File: config.mk
export PLATFORM = sky130hd
export DESIGN_NAME = fb_read_arbiter_flat
export DESIGN_NICKNAME = d
export VERILOG_FILES = /design/src/rtl/fb_read_arbiter_pkg.sv /design/src/rtl/fb_read_arbiter_if.sv /design/src/rtl/fb_rd_tag_pipe.sv /design/src/rtl/fb_read_arbiter.sv /design/src/flat_wrapper.sv
export SDC_FILE = /design/constraint.sdc
export NUM_CORES = 1
export LEC_CHECK = 0
export CAP_MARGIN = 40
export CORE_UTILIZATION = 27
export CTS_CLUSTER_DIAMETER = 200
export CTS_CLUSTER_SIZE = 10
export DETAILED_ROUTE_END_ITERATION = 16
export PLACE_DENSITY = 0.95
export SLEW_MARGIN = 30
export SYNTH_ARGS = -nofsm -noshare
export SYNTH_HDL_FRONTEND = slang
export SYNTH_SLANG_ARGS = --single-unit
File: constraint.sdc
create_clock -name clk_25mhz -period 5.3 [get_ports clk_25mhz]
set_input_delay 1.59 -clock clk_25mhz [delete_from_list [all_inputs] [get_ports clk_25mhz]]
set_output_delay 1.59 -clock clk_25mhz [all_outputs]
set_load 0.005 [all_outputs]
File: src/rtl/fb_read_arbiter_pkg.sv
// Shared types for the frame-buffer read-port arbiter: owner states,
// default widths and the read-return tag carried alongside each read.
package fb_pkg;

    localparam int FB_ADDR_W = 19;
    localparam int FB_DATA_W = 12;

    typedef enum logic [1:0] {
        FBA_SHARED  = 2'd0,
        FBA_DRAIN_X = 2'd1,
        FBA_EXCL    = 2'd2,
        FBA_DRAIN_S = 2'd3
    } fba_state_t;

    typedef struct packed {
        logic vid_issued;
        logic vid_blanked;
        logic proc_issued;
    } fb_tag_t;

    localparam fb_tag_t FB_TAG_IDLE = '0;

    // Drain counter load value: the counter runs lat-1 .. 0 so a drain
    // state lasts exactly lat cycles.
    function automatic logic [1:0] drain_load(input int lat);
        return 2'(lat - 1);
    endfunction

endpackage

File: src/rtl/fb_read_arbiter_if.sv
// Read-side bus between the arbiter, its two requesters and frame-buffer
// port b. Modport slave is the arbiter view; master is the environment.
interface fb_read_arbiter_if
    import fb_pkg::*;
#(
    parameter int ADDR_W = FB_ADDR_W,
    parameter int DATA_W = FB_DATA_W
) ();

    logic              vid_req;
    logic [ADDR_W-1:0] vid_addr;
    logic              vid_rvalid;
    logic [DATA_W-1:0] vid_rdata;
    logic              vid_blank;

    logic              proc_req;
    logic [ADDR_W-1:0] proc_addr;
    logic              proc_gnt;
    logic              proc_rvalid;
    logic [DATA_W-1:0] proc_rdata;

    logic              fb_enb;
    logic [ADDR_W-1:0] fb_addrb;
    logic [DATA_W-1:0] fb_doutb;

    modport slave (
        input  vid_req, vid_addr,
        input  proc_req, proc_addr,
        input  fb_doutb,
        output vid_rvalid, vid_rdata, vid_blank,
        output proc_gnt, proc_rvalid, proc_rdata,
        output fb_enb, fb_addrb
    );

    modport master (
        output vid_req, vid_addr,
        output proc_req, proc_addr,
        output fb_doutb,
        input  vid_rvalid, vid_rdata, vid_blank,
        input  proc_gnt, proc_rvalid, proc_rdata,
        input  fb_enb, fb_addrb
    );

endinterface

File: src/rtl/fb_rd_tag_pipe.sv
// DEPTH-deep shift register carrying the read-return tag so that data
// coming out of the frame buffer is routed to the requester that issued it.
// Ports: clk, resetn (async, active low), issue (tag of this cycle's read),
// retire (tag of the read whose data is on fb_doutb now).
module fb_rd_tag_pipe
    import fb_pkg::*;
#(
    parameter int DEPTH = 1
) (
    input  logic    clk,
    input  logic    resetn,
    input  fb_tag_t issue,
    output fb_tag_t retire
);

    fb_tag_t stage [DEPTH];

    always_ff @(posedge clk or negedge resetn) begin
        if (!resetn) begin
            for (int i = 0; i < DEPTH; i++) begin
                stage[i] <= FB_TAG_IDLE;
            end
        end else begin
            stage[0] <= issue;
            for (int i = 1; i < DEPTH; i++) begin
                stage[i] <= stage[i-1];
            end
        end
    end

    assign retire = stage[DEPTH-1];

endmodule

File: src/rtl/fb_read_arbiter.sv
// Arbitrates frame-buffer port b between video playback and image processing.
// Shared mode gives video strict priority; exclusive mode (bracketed by
// excl_start/excl_done pulses, with RD_LAT-cycle drains either side) hands
// the port to processing and returns blanked zeros to video.
// Ports: clk_25mhz, resetn (async, active low), excl_start, excl_done,
// owner (state for LEDs), bus (fb_read_arbiter_if.slave: requests, returns,
// fb_enb/fb_addrb/fb_doutb). Define FB_ARB_STATS_EN to add the saturating
// counters stat_proc_grants and stat_vid_blanked.
module fb_read_arbiter
    import fb_pkg::*;
#(
    parameter int ADDR_W = FB_ADDR_W,
    parameter int DATA_W = FB_DATA_W,
    parameter int RD_LAT = 1
) (
    input  logic        clk_25mhz,
    input  logic        resetn,
    input  logic        excl_start,
    input  logic        excl_done,
    output logic [1:0]  owner,
`ifdef FB_ARB_STATS_EN
    output logic [31:0] stat_proc_grants,
    output logic [31:0] stat_vid_blanked,
`endif
    fb_read_arbiter_if.slave bus
);

    localparam logic [1:0] LAT_LOAD = drain_load(RD_LAT);

    fba_state_t state;
    fba_state_t state_nxt;
    logic [1:0] cnt;
    logic [1:0] cnt_nxt;
    logic       pending;
    logic       pending_nxt;

    logic       vid_gnt;
    logic       proc_gnt;
    logic       vid_blanked;

    logic [ADDR_W-1:0] addr_sel;
    logic [DATA_W-1:0] vid_data;
    logic [DATA_W-1:0] proc_data;

    fb_tag_t issue_tag;
    fb_tag_t retire_tag;

    always_ff @(posedge clk_25mhz or negedge resetn) begin
        if (!resetn) begin
            state   <= FBA_SHARED;
            cnt     <= 2'd0;
            pending <= 1'b0;
        end else begin
            state   <= state_nxt;
            cnt     <= cnt_nxt;
            pending <= pending_nxt;
        end
    end

    always_comb begin
        state_nxt   = state;
        cnt_nxt     = cnt;
        pending_nxt = pending;
        vid_gnt     = 1'b0;
        proc_gnt    = 1'b0;
        vid_blanked = 1'b0;
        unique case (state)
            FBA_SHARED: begin
                vid_gnt  = bus.vid_req;
                proc_gnt = bus.proc_req & ~bus.vid_req;
                // A start deferred from another state is honoured here,
                // one cycle after arriving back in SHARED.
                if (excl_start || pending) begin
                    state_nxt   = FBA_DRAIN_X;
                    cnt_nxt     = LAT_LOAD;
                    pending_nxt = 1'b0;
                end
            end
            FBA_DRAIN_X: begin
                vid_gnt = bus.vid_req;
                if (excl_start) begin
                    pending_nxt = 1'b1;
                end
                if (cnt == 2'd0) begin
                    state_nxt = FBA_EXCL;
                end else begin
                    cnt_nxt = cnt - 2'd1;
                end
            end
            FBA_EXCL: begin
                proc_gnt    = bus.proc_req;
                vid_blanked = bus.vid_req;
                // done beats a simultaneous start; that start is dropped
                if (excl_done) begin
                    state_nxt = FBA_DRAIN_S;
                    cnt_nxt   = LAT_LOAD;
                end else if (excl_start) begin
                    pending_nxt = 1'b1;
                end
            end
            FBA_DRAIN_S: begin
                vid_blanked = bus.vid_req;
                if (excl_start) begin
                    pending_nxt = 1'b1;
                end
                if (cnt == 2'd0) begin
                    state_nxt = FBA_SHARED;
                end else begin
                    cnt_nxt = cnt - 2'd1;
                end
            end
            default: begin
                state_nxt = FBA_SHARED;
            end
        endcase
    end

    // Every video request returns a valid RD_LAT later; only granted ones
    // actually used the port, the rest come back blanked.
    assign issue_tag = '{
        vid_issued:  bus.vid_req,
        vid_blanked: vid_blanked,
        proc_issued: proc_gnt
    };

    fb_rd_tag_pipe #(
        .DEPTH (RD_LAT)
    ) u_tag_pipe (
        .clk    (clk_25mhz),
        .resetn (resetn),
        .issue  (issue_tag),
        .retire (retire_tag)
    );

    assign addr_sel = vid_gnt  ? bus.vid_addr  :
                      proc_gnt ? bus.proc_addr : '0;

    assign vid_data  = (retire_tag.vid_issued && !retire_tag.vid_blanked)
                     ? bus.fb_doutb : '0;
    assign proc_data = retire_tag.proc_issued ? bus.fb_doutb : '0;

    assign bus.proc_gnt    = proc_gnt;
    assign bus.fb_enb      = vid_gnt | proc_gnt;
    assign bus.fb_addrb    = addr_sel;
    assign bus.vid_rvalid  = retire_tag.vid_issued;
    assign bus.vid_blank   = retire_tag.vid_issued & retire_tag.vid_blanked;
    assign bus.vid_rdata   = vid_data;
    assign bus.proc_rvalid = retire_tag.proc_issued;
    assign bus.proc_rdata  = proc_data;
    assign owner           = state;

`ifdef FB_ARB_STATS_EN
    logic blank_ret;

    assign blank_ret = retire_tag.vid_issued & retire_tag.vid_blanked;

    always_ff @(posedge clk_25mhz or negedge resetn) begin
        if (!resetn) begin
            stat_proc_grants <= '0;
            stat_vid_blanked <= '0;
        end else begin
            if (proc_gnt && stat_proc_grants != '1) begin
                stat_proc_grants <= stat_proc_grants + 32'd1;
            end
            if (blank_ret && stat_vid_blanked != '1) begin
                stat_vid_blanked <= stat_vid_blanked + 32'd1;
            end
        end
    end
`endif

endmodule
File: src/flat_wrapper.sv
// flat-port wrapper written by rule: the top's interface ports become plain ports
module fb_read_arbiter_flat import fb_pkg::*;
#(
    parameter int ADDR_W = FB_ADDR_W,
    parameter int DATA_W = FB_DATA_W,
    parameter int RD_LAT = 1
)
  (clk_25mhz, resetn, excl_start, excl_done, owner, bus_vid_req, bus_vid_addr, bus_proc_req, bus_proc_addr, bus_fb_doutb, bus_vid_rvalid, bus_vid_rdata, bus_vid_blank, bus_proc_gnt, bus_proc_rvalid, bus_proc_rdata, bus_fb_enb, bus_fb_addrb);
  fb_read_arbiter_if #(.ADDR_W(ADDR_W), .DATA_W(DATA_W)) bus_i ();
  input  logic clk_25mhz;
  input  logic resetn;
  input  logic excl_start;
  input  logic excl_done;
  output logic [1:0] owner;
  input wire logic [$bits(bus_i.vid_req)-1:0] bus_vid_req;
  input wire logic [$bits(bus_i.vid_addr)-1:0] bus_vid_addr;
  input wire logic [$bits(bus_i.proc_req)-1:0] bus_proc_req;
  input wire logic [$bits(bus_i.proc_addr)-1:0] bus_proc_addr;
  input wire logic [$bits(bus_i.fb_doutb)-1:0] bus_fb_doutb;
  output wire logic [$bits(bus_i.vid_rvalid)-1:0] bus_vid_rvalid;
  output wire logic [$bits(bus_i.vid_rdata)-1:0] bus_vid_rdata;
  output wire logic [$bits(bus_i.vid_blank)-1:0] bus_vid_blank;
  output wire logic [$bits(bus_i.proc_gnt)-1:0] bus_proc_gnt;
  output wire logic [$bits(bus_i.proc_rvalid)-1:0] bus_proc_rvalid;
  output wire logic [$bits(bus_i.proc_rdata)-1:0] bus_proc_rdata;
  output wire logic [$bits(bus_i.fb_enb)-1:0] bus_fb_enb;
  output wire logic [$bits(bus_i.fb_addrb)-1:0] bus_fb_addrb;
  assign bus_i.vid_req = bus_vid_req;
  assign bus_i.vid_addr = bus_vid_addr;
  assign bus_i.proc_req = bus_proc_req;
  assign bus_i.proc_addr = bus_proc_addr;
  assign bus_i.fb_doutb = bus_fb_doutb;
  assign bus_vid_rvalid = bus_i.vid_rvalid;
  assign bus_vid_rdata = bus_i.vid_rdata;
  assign bus_vid_blank = bus_i.vid_blank;
  assign bus_proc_gnt = bus_i.proc_gnt;
  assign bus_proc_rvalid = bus_i.proc_rvalid;
  assign bus_proc_rdata = bus_i.proc_rdata;
  assign bus_fb_enb = bus_i.fb_enb;
  assign bus_fb_addrb = bus_i.fb_addrb;
  fb_read_arbiter #(.ADDR_W(ADDR_W), .DATA_W(DATA_W), .RD_LAT(RD_LAT)) u_core (.clk_25mhz(clk_25mhz), .resetn(resetn), .excl_start(excl_start), .excl_done(excl_done), .owner(owner), .bus(bus_i));
endmodule
# Yosys cells after proc, flatten, opt, wreduce, memory -nomap -nowiden
# Cells that the tools add are included.
# word_totals
mem_bits_ro	0
mem_bits_rw	0
latchBits	0
elab_cells	51
inputBits	56
mem_count	0
ff_bits	8
out_inout_bits	50
# op_classes
muxes	20
div_mod_pow	0
add_sub_neg	1
shift	0
bitwise_logic	4
eq_ne	9
n_reduce_logical	11
mul	0
n_lt_le_gt_ge	0
# op_table
cell	n
19-bit 2-to-1 mux	2
12-bit 2-to-1 mux	2
2-bit 2-to-1 mux	7
2-bit one-hot mux with 4 select lines	1
2-bit by 1-bit inequality test with 1-bit output, second input constant	3
2-bit inequality test, second input constant	3
2-bit one-hot mux with 3 select lines	1
2-bit OR reduction	3
1-bit 2-to-1 mux	5
2-bit == test, second input constant	2
2-bit zero test	2
4-bit AND reduction	1
1-bit one-hot mux with 3 select lines	1
3-bit AND reduction	1
1-bit AND	2
2-bit by 1-bit == test with 1-bit output, second input constant	1
1-bit one-hot mux with 2 select lines	1
2-bit AND reduction	1
2-bit by 1-bit subtractor with 2-bit output, second input constant	1
1-bit logical AND	1
1-bit zero test	1
1-bit logical OR	1
1-bit inverter	1
1-bit bitwise OR	1

# Depth between registers and ports, before layout
# logic_depth
depth_word	5
mapped_depth	6
depth_no_buf	5

# By module
# A second synthesis with hierarchy kept.
# hier_totals
hier_cells	91
area_unflattened_um2	808.3
# modules_own_cells
mod	seq_area_each_um2	cells_per_inst	area_per_inst_um2	instances
fb_read_arbiter	125.1	88	733.2	1
fb_rd_tag_pipe	75.1	3	75.1	1

# Least setup slack after synthesis
# Ideal clock, no wire load.
# synth_timing
path_type	input -> output
startpoint	input bus_vid_req
endpoint	output bus_fb_addrb[10]
n_path_buf	1
cell_stages	3
arrival_time_ns	2.242
required_ns	3.710
slack_ns	1.468
cell_sequence	o21a_1 > buf_1 > a22o_1
# synth_between
elab_chain_cells	5
word_cells_on_any_way	6
classes_between	mux (4); bitwise (2)
# synth_rtl
item	line	rtl
start, declared	flat_wrapper.sv:15	input wire logic [$bits(bus_i.vid_req)-1:0] bus_vid_req;
1-bit inverter	fb_read_arbiter.sv:70	proc_gnt = bus.proc_req & ~bus.vid_req;
1-bit AND	fb_read_arbiter.sv:70	
1-bit one-hot mux with 2 select lines	fb_read_arbiter.sv:67	unique case (state)
19-bit 2-to-1 mux	fb_read_arbiter.sv:136	proc_gnt ? bus.proc_addr : '0;
19-bit 2-to-1 mux (*)	fb_read_arbiter.sv:135	assign addr_sel = vid_gnt ? bus.vid_addr :
end, declared	flat_wrapper.sv:27	output wire logic [$bits(bus_i.fb_addrb)-1:0] bus_fb_addrb;
# Every way passes the cells marked *; elsewhere a longest branch is shown, timed or not.

# Final worst setup path
# layout_timing
startpoint	input bus_vid_req
endpoint	output bus_fb_addrb[9]
# The elaborated chain is that of the path after synthesis.

==> flow_summary.json <==
{
  "via_per_inst": 4.97,
  "skew_ns": 0.00145,
  "start_kind": "primary input",
  "synthesis.area_per_instance_um2": 8.88,
  "power.leakage_nw": 0.777,
  "crit_buf_inv": 2,
  "cts.repair.resized": 0,
  "postCtsSetupBuffers": 0,
  "path_class": "primary input to primary output",
  "cts.sink_count": 8,
  "wl_per_cell_um": 14.3,
  "hold_path_depth": 1,
  "core_area_um2": 2810,
  "rsz0062_at_grt": "false",
  "finalCoreUtilization_pct": 67.9,
  "synth.area.top_cells": "dfrtp_1 (25%), a22o_1 (23%), and2_1 (19%)",
  "yosysWarnings": 0,
  "whs_ns": 0.522,
  "yosysMostFrequentCell": "and2_1",
  "fillerInstances": 230,
  "period_needed_ns": 4.94,
  "violations": "design-rule violations",
  "gp_congestion": 0.826,
  "max_freq_ghz": 0.203,
  "crit_start": "bus_vid_req",
  "die-area_um2": 3220,
  "crit_family": "buffers and inverters",
  "ir_drop_uv": 229,
  "synthFlopType": "dfrtp_1",
  "status": "finished, violations left",
  "cts_tree": "built",
  "grt_pass1_vias": 1163,
  "p_per_area_nw_per_um2": 348,
  "rrSetupSlack_ns": 3.49,
  "final_max_slew_viol_count": 0,
  "grt_usage_pct": 20.1,
  "finalCritPeriodShare_pct": 93.1,
  "cp.arrival_ns": 3.35,
  "netlist_instances": 91,
  "h-tree-depth": 1,
  "min_from": "u_core.cnt[1]",
  "max_cap_viol_count": 0,
  "rows": 19,
  "diodes": 0,
  "grt_max_degree": 21,
  "synth.largest_area_cell": "dfrtp_1",
  "nets": 258,
  "gr-total-overflow": 0,
  "cp-end-kind": "primary output",
  "dr.pass1.iters": 11,
  "grt_pass1_wl_um": 5080,
  "seq_area_frac_synth_pct": 24.8,
  "drt-initial-drc-count": 25,
  "crit_slowest_cell": "clkdlybuf4s50_1",
  "clock_path_buffers": 2,
  "tns_ns": 0,
  "regToRegStartpoint": "u_core.owner[0]",
  "layout_setup_ws_ns": 0.365,
  "die_h_um": 56.7,
  "antenna_found_initial": 0,
  "start_util_pct": 28.8,
  "critPathCapture": "bus_fb_addrb[9]",
  "cp_cell_sequence": "clkdlybuf4s50_1, o21a_1, nor2_4, a22o_1, clkdlybuf4s50_1",
  "ios": 106,
  "critPathMaxStageDelay_ns": 0.52,
  "cts-root-buf": "clkbuf_4",
  "netlist.area_leader.share_pct": 24.8,
  "vias": 1124,
  "drcViolationCount": 7,
  "totalWireLength_um": 3230,
  "synth_area_um2": 808,
  "synth_fp_nets": 152,
  "path_depth": 5,
  "ys_seq_elements": 8,
  "reg2reg_to": "u_core.owner[1]",
  "synth_enable_flop_cells": 0,
  "synth.distinct_cells": 24,
  "clkLatencyLatePin_ns": 0.25,
  "required_ns": 3.71,
  "drive_above_1_share_pct": 5.13,
  "detail-route-antenna-nets": 0,
  "synth_top_cells_by_count": "and2_1 (25), a22o_1 (21), dfrtp_1 (8), ha_1 (5), inv_1 (4)",
  "portBuffers": 105,
  "hold_buffers": 0,
  "hp-class": "register to register",
  "synthArstFlopShare_pct": 100,
  "crit_top_cell": "clkdlybuf4s50_1",
  "clk_pin_slew_worst_paths_ns": 0.05,
  "reg2regPathDepth": 5,
  "cp_max_fo": 19,
  "area_delta_synth_final_pct": 136,
  "slew_headroom_pct": 63.6,
  "tightest_slew_ns": 0.546,
  "dp_hpwl_um": 2700,
  "dp_worst_setup_slack_ns": 0.381,
  "dieWidth_um": 56.7,
  "finalHoldViolations": 0,
  "numCtsBuffers": 3,
  "finalSetupViolations": 0
}
[cell type report]
type                            count  area [um2]  area share (%)
Clock buffer                        3        22.5            1.18
Sequential cell                     8         200            10.5
Inverter                            4        15.0           0.788
Tap cell                           31        38.8            2.04
Timing Repair Buffer              106        1060            55.6
Multi-Input combinational cell     74         569            29.9
[where the power goes]
part           switching, W  internal, W
logic              0.000186     0.000325
registers         0.0000241    0.0000798
clock network     0.0000209    0.0000259
total              0.000231     0.000431
[sequential cells by signal (all words and copies together) (netlist names)]
| register | flops |
|---|---|
| u_core.cnt | 2 |
| u_core.owner | 2 |
| u_core.pending | 1 |
| u_core.u_tag_pipe.retire | 3 |
[logic make-up after synthesis]
| logic type | synth area share (%) |
|---|---|
| buffers and inverters | 4.80 |
| and+or+nand+nor | 29.7 |
| AOI/OAI and AO/OA | 31.6 |
| adders and majority gates | 7.74 |
| DFF | 24.8 |
| muxes | 1.39 |
[layer usage]
layer	GRT usage [%]	vias to the layer above	wire, um
li1	-	538	-
met3	6.45	0	290
met5	0	-	0
met4	3.21	0	0
met2	40.1	62	1840
met1	20.0	524	1100
[stage by stage]
step	instance area, um2	power (W)	std cells
after floorplan	808	0.000324	91
after global placement	1880	0.000596	223
after detailed placement	1880	0.000615	223
after CTS	1900	0.000668	226
after global routing	1900	0.000713	226
final	1900	0.000662	226
[how the worst min path moves through the flow]
stage / endpoint / slack [ns]
3_3_place_gp: u_core.cnt[1] / 0.49
2_1_floorplan: u_core.cnt[1] / 0.47
5_1_grt: u_core.cnt[1] / 0.55
6_report: u_core.cnt[1] / 0.52
4_1_cts: u_core.cnt[1] / 0.52
3_5_place_dp: u_core.cnt[1] / 0.50
[cell usage in the layout (no fill, tap or decap), types with 2 or more instances in the layout]
cell / n
nor2_1: 3
ha_1: 5
dfrtp_1: 8
o21ai_0: 2
o21a_1: 3
a21oi_1: 2
inv_1: 4
a22o_1: 21
clkdlybuf4s50_1: 105
nor2b_1: 3
clkbuf_4: 3
and2_1: 25
Note: power is estimated with default switching activity, not from simulation.
==> variant (config.mk and constraints unchanged) <==
`RD_LAT` is set to 1 in 2 places; all go to 2.
--- a/src/rtl/fb_read_arbiter.sv
+++ b/src/rtl/fb_read_arbiter.sv
@@ -11,7 +11,7 @@
 #(
     parameter int ADDR_W = FB_ADDR_W,
     parameter int DATA_W = FB_DATA_W,
-    parameter int RD_LAT = 1
+    parameter int RD_LAT = 2
 ) (
     input  logic        clk_25mhz,
     input  logic        resetn,
--- a/src/flat_wrapper.sv
+++ b/src/flat_wrapper.sv
@@ -3,7 +3,7 @@
 #(
     parameter int ADDR_W = FB_ADDR_W,
     parameter int DATA_W = FB_DATA_W,
-    parameter int RD_LAT = 1
+    parameter int RD_LAT = 2
 )
   (clk_25mhz, resetn, excl_start, excl_done, owner, bus_vid_req, bus_vid_addr, bus_proc_req, bus_proc_addr, bus_fb_doutb, bus_vid_rvalid, bus_vid_rdata, bus_vid_blank, bus_proc_gnt, bus_proc_rvalid, bus_proc_rdata, bus_fb_enb, bus_fb_addrb);
   fb_read_arbiter_if #(.ADDR_W(ADDR_W), .DATA_W(DATA_W)) bus_i ();
Formal check against the unedited RTL: not equivalent (Yosys sat finds a counterexample within 4 cycles, from zero or initial values and one cycle with resetn low).
==> variant against the unedited design <==
Clock power rose by 19%. Fmax increased by 3.0%. Cell count is 7.1% higher. Combinational power is 5.1% higher. Routed wire length down 13%. Power rose by 11%. Synthesized area up 6.7%. Highest routed layer is now met4. Hold slack worse by 170 ps. Sequential cell count rose by 3. Sequential share of layout area rose by 3.3 points. Final area up 4.5%. Setup slack better by 150 ps. Synthesized cell count grew 1.1%. Critical path depth unchanged.
==> variant: results (changes against the unedited design) <==
stage,metric,value,unit,change
status,outcome,"finished, final reports clean",,"was complete, but fails checks"
detailed_routing,dr.pass1.iters,3,,was 11
worst_setup_path,arrival,3200,ps,was 3350 ps
synthesis,synth.yosys.seq_area_share,0.319,,was 0.248
global_route,grtUsageTotal,0.169,,was 0.201
final_layout,final_cells,242,,was 226
synthesis,syn-num-nets,153,,was 152
global_route,grt_pass1_wl,4550,um,was 5080 um
synthesis,synth_ff_type,dfrtp_1,,unchanged
timing,period_minus_slack,4790,ps,was 4940 ps
placement,postPlaceCellArea,1960,um2,was 1880 um2
power_and_ir_drop,leakagePower,0.812,nW,was 0.777 nW
timing,clock_skew,5.36,ps,was 1.45 ps
placement,place_congestion,0.788,,was 0.826
worst_setup_path,r2r_slack,3470,ps,was 3490 ps
synthesis,synth_cell_types,23,,was 24
final_layout,layout-drive-gt1-share,0.0556,,was 0.0513
power_and_ir_drop,swShare,0.327,,was 0.349
detailed_routing,vias_per_cell,4.55,,was 4.97
power_and_ir_drop,netSwitchingPower,0.241,mW,was 0.231 mW
detailed_routing,wl_met1,1040,um,was 1100 um
worst_setup_path,regToRegEndpoint,u_core.owner[1]$_DFFE_PN0P_,,unchanged
global_route,met1_usage,0.177,,was 0.200
synthesis,ys_top_cells_by_count,"and2_1 (25), a22o_1 (19), dfrtp_1 (11)",,"was and2_1 (25), a22o_1 (21), dfrtp_1 (8)"
power_and_ir_drop,vdd.ir_drop.worst,0.000313,V,was 0.000229 V
detailed_routing,wl,2830,um,was 3230 um
worst_setup_path,crit_family,buffers and inverters,,unchanged
final_layout,nNetsFinal,260,,was 258
detailed_routing,drt_iter0_drc,14,,was 25
global_route,grt_max_degree,21,,unchanged
global_route,grt_use_met3,0.0549,,was 0.0645
placement,dp.cells,238,,was 223
worst_hold_path,whs_path_depth,0,,was 1
cts,clk_latency,260,ps,
global_route,met2_usage,0.310,,was 0.401
detailed_routing,wl_met3,387,um,was 290 um
detailed_routing,top_layer_used,met4,,was met3
detailed_routing,dr_wl_met2,1360,um,was 1840 um
placement,place_hpwl,2360,um,was 2700 um
power_and_ir_drop,pg_seq,0.144,mW,was 0.104 mW
worst_hold_path,hold_end,u_core.u_tag_pipe.retire[2]$_DFF_PN0_,,was u_core.cnt[1]$_DFFE_PN0P_
worst_setup_path,crit_path_end,bus_fb_addrb[0],,was bus_fb_addrb[9]
power_and_ir_drop,p_comb_frac,0.729,,was 0.772
timing,whs,349,ps,was 522 ps
worst_setup_path,worstPathMaxFanout,20,,was 19
synthesis,syn_avg_cell_area,9.37,um2,was 8.88 um2
global_route,grt_pass1_vias,1082,,was 1163
worst_hold_path,min_from,u_core.u_tag_pipe.stage[5]$_DFF_PN0_,,was u_core.cnt[1]$_DFFE_PN0P_
placement,dpl_worst_slack,504,ps,was 381 ps
==> variant: cell count changes in the layout (fill, tap and decap cells not counted), moves of 2 or more <==
cell / delta
a22o_1: -2
dfrtp_1: +3
nand3_1: +2
nor2_1: -3
==> variant: cell type report <==
| class | instances | area [um2] |
|---|---|---|
| multi-input combinational | 72 | 552 |
| timing repair buffer | 107 | 1070 |
| clock buffer | 4 | 26.3 |
| fill | 257 | 1060 |
| sequential | 11 | 275 |
| tap | 44 | 55.1 |
| inverter | 4 | 15.0 |
==> variant: cells by family (layout without fill, tap and decap cells) <==
family | count (synthesis) | count (layout) | share of synthesized area
AO/OA/AOI/OAI | 30 | 30 | 0.283
adder cells (fa/ha/maj) | 5 | 5 | 0.0726
buffers and inverters | 9 | 115 | 0.0406
flip-flops | 11 | 11 | 0.319
multiplexers | 1 | 1 | 0.0174
AND/OR/NAND/NOR | 36 | 36 | 0.267
